<file path="src/rtl/pipe_stall_ctrl_if.sv">
// Hazard-detection bundle between the decode stage and the stall controller.
// The master side supplies register/hazard information; the slave side returns pipeline enables.
interface pipe_stall_ctrl_if;
    logic [4:0] rs_D;
    logic [4:0] rt_D;
    logic [1:0] tuse_rs_D;
    logic [1:0] tuse_rt_D;
    logic [4:0] a3_E;
    logic [4:0] a3_M;
    logic [1:0] tnew_E;
    logic [1:0] tnew_M;
    logic       md_start_E;
    logic       md_is_div_E;
    logic       md_use_D;
    logic       eret_D;
    logic       mtc0_epc_E;
    logic       mtc0_epc_M;
    logic       req;
    logic       en_pc;
    logic       en_d;
    logic       clr_e;
    logic       flush_all;
    logic       md_busy;
    logic [3:0] md_count;

    modport master (
        output rs_D, rt_D, tuse_rs_D, tuse_rt_D, a3_E, a3_M, tnew_E, tnew_M,
        output md_start_E, md_is_div_E, md_use_D, eret_D, mtc0_epc_E, mtc0_epc_M, req,
        input  en_pc, en_d, clr_e, flush_all, md_busy, md_count
    );

    modport slave (
        input  rs_D, rt_D, tuse_rs_D, tuse_rt_D, a3_E, a3_M, tnew_E, tnew_M,
        input  md_start_E, md_is_div_E, md_use_D, eret_D, mtc0_epc_E, mtc0_epc_M, req,
        output en_pc, en_d, clr_e, flush_all, md_busy, md_count
    );
endinterface

</file>
<file path="src/rtl/pipe_stall_ctrl.sv">
// Pipeline hazard/stall controller: data-hazard stalls, MDU busy countdown, eret/EPC
// interlock, and whole-pipe flush on exception or interrupt.
module pipe_stall_ctrl #(
    parameter int MULT_CYCLES = 5,
    parameter int DIV_CYCLES  = 10
) (
    input logic              clk,
    input logic              reset,
    pipe_stall_ctrl_if.slave bus
);

    localparam logic [3:0] MULT_N = MULT_CYCLES[3:0];
    localparam logic [3:0] DIV_N  = DIV_CYCLES[3:0];

    logic [3:0] md_count_q;
    logic [3:0] md_count_d;
    logic       md_busy;
    logic       stall_rs;
    logic       stall_rt;
    logic       stall_md;
    logic       stall_eret;
    logic       stall;

    assign md_busy = (md_count_q != 4'd0);

    // A tuse of 3 can never be exceeded by a 2-bit tnew, so unused operands drop out naturally.
    always_comb begin
        stall_rs   = (bus.rs_D != 5'd0) &&
                     (((bus.a3_E == bus.rs_D) && (bus.tnew_E > bus.tuse_rs_D)) ||
                      ((bus.a3_M == bus.rs_D) && (bus.tnew_M > bus.tuse_rs_D)));
        stall_rt   = (bus.rt_D != 5'd0) &&
                     (((bus.a3_E == bus.rt_D) && (bus.tnew_E > bus.tuse_rt_D)) ||
                      ((bus.a3_M == bus.rt_D) && (bus.tnew_M > bus.tuse_rt_D)));
        stall_md   = bus.md_use_D && (md_busy || bus.md_start_E);
        stall_eret = bus.eret_D && (bus.mtc0_epc_E || bus.mtc0_epc_M);
        stall      = stall_rs || stall_rt || stall_md || stall_eret;
    end

    always_comb begin
        bus.en_pc     = !stall;
        bus.en_d      = !stall;
        bus.clr_e     = stall;
        bus.flush_all = 1'b0;
        if (bus.req) begin
            bus.en_pc     = 1'b1;
            bus.en_d      = 1'b1;
            bus.clr_e     = 1'b1;
            bus.flush_all = 1'b1;
        end
    end

    // A flushed mult/div must not start the countdown; a fresh start reloads even while busy.
    always_comb begin
        md_count_d = md_count_q;
        if (bus.md_start_E && !bus.req) begin
            md_count_d = bus.md_is_div_E ? DIV_N : MULT_N;
        end else if (md_busy) begin
            md_count_d = md_count_q - 4'd1;
        end
    end

    always_ff @(posedge clk or posedge reset) begin
        if (reset) begin
            md_count_q <= 4'd0;
        end else begin
            md_count_q <= md_count_d;
        end
    end

    assign bus.md_busy  = md_busy;
    assign bus.md_count = md_count_q;

endmodule

</file>
<file path="src/flat_wrapper.sv">
// flat-port wrapper written by rule: the top's interface ports become plain ports
module pipe_stall_ctrl_flat 
#(
    parameter int MULT_CYCLES = 5,
    parameter int DIV_CYCLES  = 10
)
  (clk, reset, bus_rs_D, bus_rt_D, bus_tuse_rs_D, bus_tuse_rt_D, bus_a3_E, bus_a3_M, bus_tnew_E, bus_tnew_M, bus_md_start_E, bus_md_is_div_E, bus_md_use_D, bus_eret_D, bus_mtc0_epc_E, bus_mtc0_epc_M, bus_req, bus_en_pc, bus_en_d, bus_clr_e, bus_flush_all, bus_md_busy, bus_md_count);
  pipe_stall_ctrl_if bus_i ();
  input logic clk;
  input logic reset;
  input wire logic [$bits(bus_i.rs_D)-1:0] bus_rs_D;
  input wire logic [$bits(bus_i.rt_D)-1:0] bus_rt_D;
  input wire logic [$bits(bus_i.tuse_rs_D)-1:0] bus_tuse_rs_D;
  input wire logic [$bits(bus_i.tuse_rt_D)-1:0] bus_tuse_rt_D;
  input wire logic [$bits(bus_i.a3_E)-1:0] bus_a3_E;
  input wire logic [$bits(bus_i.a3_M)-1:0] bus_a3_M;
  input wire logic [$bits(bus_i.tnew_E)-1:0] bus_tnew_E;
  input wire logic [$bits(bus_i.tnew_M)-1:0] bus_tnew_M;
  input wire logic [$bits(bus_i.md_start_E)-1:0] bus_md_start_E;
  input wire logic [$bits(bus_i.md_is_div_E)-1:0] bus_md_is_div_E;
  input wire logic [$bits(bus_i.md_use_D)-1:0] bus_md_use_D;
  input wire logic [$bits(bus_i.eret_D)-1:0] bus_eret_D;
  input wire logic [$bits(bus_i.mtc0_epc_E)-1:0] bus_mtc0_epc_E;
  input wire logic [$bits(bus_i.mtc0_epc_M)-1:0] bus_mtc0_epc_M;
  input wire logic [$bits(bus_i.req)-1:0] bus_req;
  output wire logic [$bits(bus_i.en_pc)-1:0] bus_en_pc;
  output wire logic [$bits(bus_i.en_d)-1:0] bus_en_d;
  output wire logic [$bits(bus_i.clr_e)-1:0] bus_clr_e;
  output wire logic [$bits(bus_i.flush_all)-1:0] bus_flush_all;
  output wire logic [$bits(bus_i.md_busy)-1:0] bus_md_busy;
  output wire logic [$bits(bus_i.md_count)-1:0] bus_md_count;
  assign bus_i.rs_D = bus_rs_D;
  assign bus_i.rt_D = bus_rt_D;
  assign bus_i.tuse_rs_D = bus_tuse_rs_D;
  assign bus_i.tuse_rt_D = bus_tuse_rt_D;
  assign bus_i.a3_E = bus_a3_E;
  assign bus_i.a3_M = bus_a3_M;
  assign bus_i.tnew_E = bus_tnew_E;
  assign bus_i.tnew_M = bus_tnew_M;
  assign bus_i.md_start_E = bus_md_start_E;
  assign bus_i.md_is_div_E = bus_md_is_div_E;
  assign bus_i.md_use_D = bus_md_use_D;
  assign bus_i.eret_D = bus_eret_D;
  assign bus_i.mtc0_epc_E = bus_mtc0_epc_E;
  assign bus_i.mtc0_epc_M = bus_mtc0_epc_M;
  assign bus_i.req = bus_req;
  assign bus_en_pc = bus_i.en_pc;
  assign bus_en_d = bus_i.en_d;
  assign bus_clr_e = bus_i.clr_e;
  assign bus_flush_all = bus_i.flush_all;
  assign bus_md_busy = bus_i.md_busy;
  assign bus_md_count = bus_i.md_count;
  pipe_stall_ctrl #(.MULT_CYCLES(MULT_CYCLES), .DIV_CYCLES(DIV_CYCLES)) u_core (.clk(clk), .reset(reset), .bus(bus_i));
endmodule
</file>
<file path="config.mk">
export PLATFORM = sky130hd
export DESIGN_NAME = pipe_stall_ctrl_flat
export DESIGN_NICKNAME = d
export VERILOG_FILES = /design/src/rtl/pipe_stall_ctrl_if.sv /design/src/rtl/pipe_stall_ctrl.sv /design/src/flat_wrapper.sv
export SDC_FILE = /design/constraint.sdc
export NUM_CORES = 1
export LEC_CHECK = 0
export CORE_UTILIZATION = 36
export CTS_CLUSTER_DIAMETER = 50
export DETAILED_ROUTE_END_ITERATION = 10
export PLACE_DENSITY = 0.78
export REMOVE_ABC_BUFFERS = 1
export SETUP_SLACK_MARGIN = 0.02
export SYNTH_ARGS = -nofsm -noshare
export SYNTH_HDL_FRONTEND = slang
export SYNTH_SLANG_ARGS = --single-unit
</file>
<file path="constraint.sdc">
create_clock -name clk -period 1.95 [get_ports clk]
set_input_delay 0.2925 -clock clk [delete_from_list [all_inputs] [get_ports clk]]
set_output_delay 0.2925 -clock clk [all_outputs]
set_load 0.02 [all_outputs]
</file>
==> results_dict.tcl <==
set metrics [dict create \
    cp.arrival_ns 1.75 \
    clk_latency_ns 0.25 \
    fin_crit_sh_pct 105 \
    crit_path_max_fanout 2 \
    hold_viol 0 \
    grt_pass1_wl_um 4490 \
    drv_cap 0 \
    peakVddDrop_uv 459 \
    wl_um 3140 \
    finalSetupTns_ns -0.141 \
    grt_max_degree 6 \
    antenna_left 0 \
    slew_viol_final 0 \
    start_kind "flop" \
    slowest_stage "dfrtp_1" \
    required_ns 1.66 \
    grt-ovfl-total 0 \
    antenna_cells 0 \
    yosys_warnings 0 \
    vias 966 \
    core_um2 1780 \
    nNetsFinal 205 \
    layout-drive-gt1-share_pct 47.4 \
    finalSetupViolations 3 \
    slew_headroom_pct 78.3 \
    tightest_slew_ns 0.323 \
    cts_made_buffers 3 \
    clk_pin_slew_worst_paths_ns 0.04 \
    dp_worst_setup_slack_ns -0.905 \
    synth_ff_type "dfrtp_1" \
    grtUsageTotal_pct 30.8 \
    syn2layout_area_growth_pct 110 \
    final_area_um2 1490 \
    layout_commonest_cell "buf_4" \
    drt-initial-drc-count 14 \
    synthArstFlopShare_pct 100 \
    largest_register_ffs 4 \
    numClockSinks 4 \
    initial_core_util_pct 39.8 \
    synth-seq-cells 4 \
    fp.dieH_um 46.4 \
    p_leak_nw 0.635 \
    cts_tree "done" \
    max_clock_freq_mhz 489 \
    drc 0 \
    synth-edff-count 0 \
    synth_cell_types 22 \
    final_cell_mix "18 x buf_4, 14 x xnor2_1, 13 x clkdlybuf4s50_1" \
    antenna_found_initial 0 \
    finalWeightedCongestion 0.799 \
    dp_hpwl_um 1910 \
    crit_path_end_kind "output port" \
    syn_area_um2 709 \
    yosysSeqAreaShare_pct 14.1 \
    port_buffers 45 \
    netlist_instances 90 \
    first_global_vias 977 \
    cts_max_level 1 \
    die_area_um2 2150 \
    powerDensity_nw_per_um2 760 \
    cp_cell_sequence "inv_2, ha_4, nor3b_4, inv_2, o21ai_2, nand2_1, nor2_1, nand3_1, buf_2" \
    dieWidth_um 46.4 \
    via_per_inst 5.34 \
    violations "setup timing" \
    io_pins 46 \
    final_util_pct 83.6 \
    period_needed_ns 2.05 \
    fp-row-count 15 \
    clockBufferDepth 2 \
    synth.avg_cell_area_um2 7.88 \
    path_buf_inv 3 \
    placed_area_um2 1310 \
    finClkSkew_ns 0.00837 \
    crit_type "flop to output port" \
    status "finished, violations left" \
    cts_root_buf "clkbuf_4" \
    cpPeakStageDelay_ns 0.38 \
    min_path_type "input pin to asynchronous set/reset pin" \
    path_common_cell "inv_2" \
    rsz0062_at_grt "yes" \
    critPathTopFamily "simple AND/OR/NAND/NOR gates" \
    avgRoutedWirePerCell_um 17.4 \
    firstDrtPassIters 4 \
    worst_slack_ns -0.0955 \
]
==> logic make-up after synthesis <==
| logic type | Yosys count | synth area share (%) |
|---|---|---|
| flip-flops | 4 | 14.1 |
| AO/OA/AOI/OAI | 14 | 11.1 |
| XOR/XNOR | 23 | 28.4 |
| adder cells (fa/ha/maj) | 10 | 17.6 |
| buffers and inverters | 14 | 8.46 |
| AND/OR/NAND/NOR | 25 | 20.3 |
==> layout make-up <==
| type | instances | area, um^2 |
|---|---|---|
| multi-input combinational | 72 | 761 |
| timing repair buffer | 65 | 524 |
| fill | 100 | 292 |
| sequential | 4 | 100 |
| inverter | 12 | 52.6 |
| tap | 25 | 31.3 |
| clock buffer | 3 | 22.5 |
==> Yosys cell counts, drive strengths merged, types with 2 or more instances <==
master	instances	area share, %
dfrtp	4	14
nor4	4	4.4
nand4	4	3.5
or4	2	2.1
xor2	8	9.9
nor2	2	1.1
o22ai	3	2.6
o21ai	5	3.5
buf	2	2.1
inv	12	6.3
nand2	8	4.2
a21oi	5	3.5
ha	10	18
xnor2	15	19
==> metrics by stage <==
step                total power [W]  hold WS (ns)  cells
CTS                         0.00101         0.248    179
global placement           0.000851         0.484    176
floorplan                  0.000479        0.0586     88
detailed placement         0.000877         0.489    176
global route                0.00119         0.296    181
finish                      0.00113         0.242    181
==> per-layer routing <==
metal | share of wire [%] | global-route usage [%]
met5 | 0 | 0
met4 | 6.9 | 23.5
met3 | 5.5 | 8.63
met2 | 56 | 58.6
met1 | 31 | 26.2
==> final timing paths <==
| path | from | endpoint | slack [ns] | cells after the start |
|---|---|---|---|---|
| setup / recovery | u_core.bus.md_count[1]$_DFFE_PP0P_ | bus_clr_e | -0.1 | 9 |
| hold / removal | reset | u_core.bus.md_count[3]$_DFFE_PP0P_ | 0.24 | 2 |
| setup reg to reg | u_core.bus.md_count[1]$_DFFE_PP0P_ | u_core.bus.md_count[3]$_DFFE_PP0P_ | 0.52 | 8 |
| hold reg to reg | u_core.bus.md_count[2]$_DFFE_PP0P_ | u_core.bus.md_count[2]$_DFFE_PP0P_ | 0.76 | 3 |
| max in group asynchronous | reset | u_core.bus.md_count[1]$_DFFE_PP0P_ | 1.55 | 2 |
| min in group clk | bus_md_is_div_E | u_core.bus.md_count[2]$_DFFE_PP0P_ | 0.73 | 2 |
==> what timing repair did <==
item / in CTS / in global routing
gates cloned: 0 / 0
hold buffers: 0 / 0
pin swaps: 20 / 5
setup endpoints to repair: 4 / 3
setup buffers: 0 / 2
gates resized for setup: 102 / 24
==> where the power goes <==
group	total, W	switching, W	internal, W
Combinational	0.000855	0.000406	0.000449
Clock	0.000112	0.0000422	0.0000694
Sequential	0.000167	0.0000396	0.000127
Total	0.00113	0.000488	0.000646
Power figures use the tool's default switching activity.
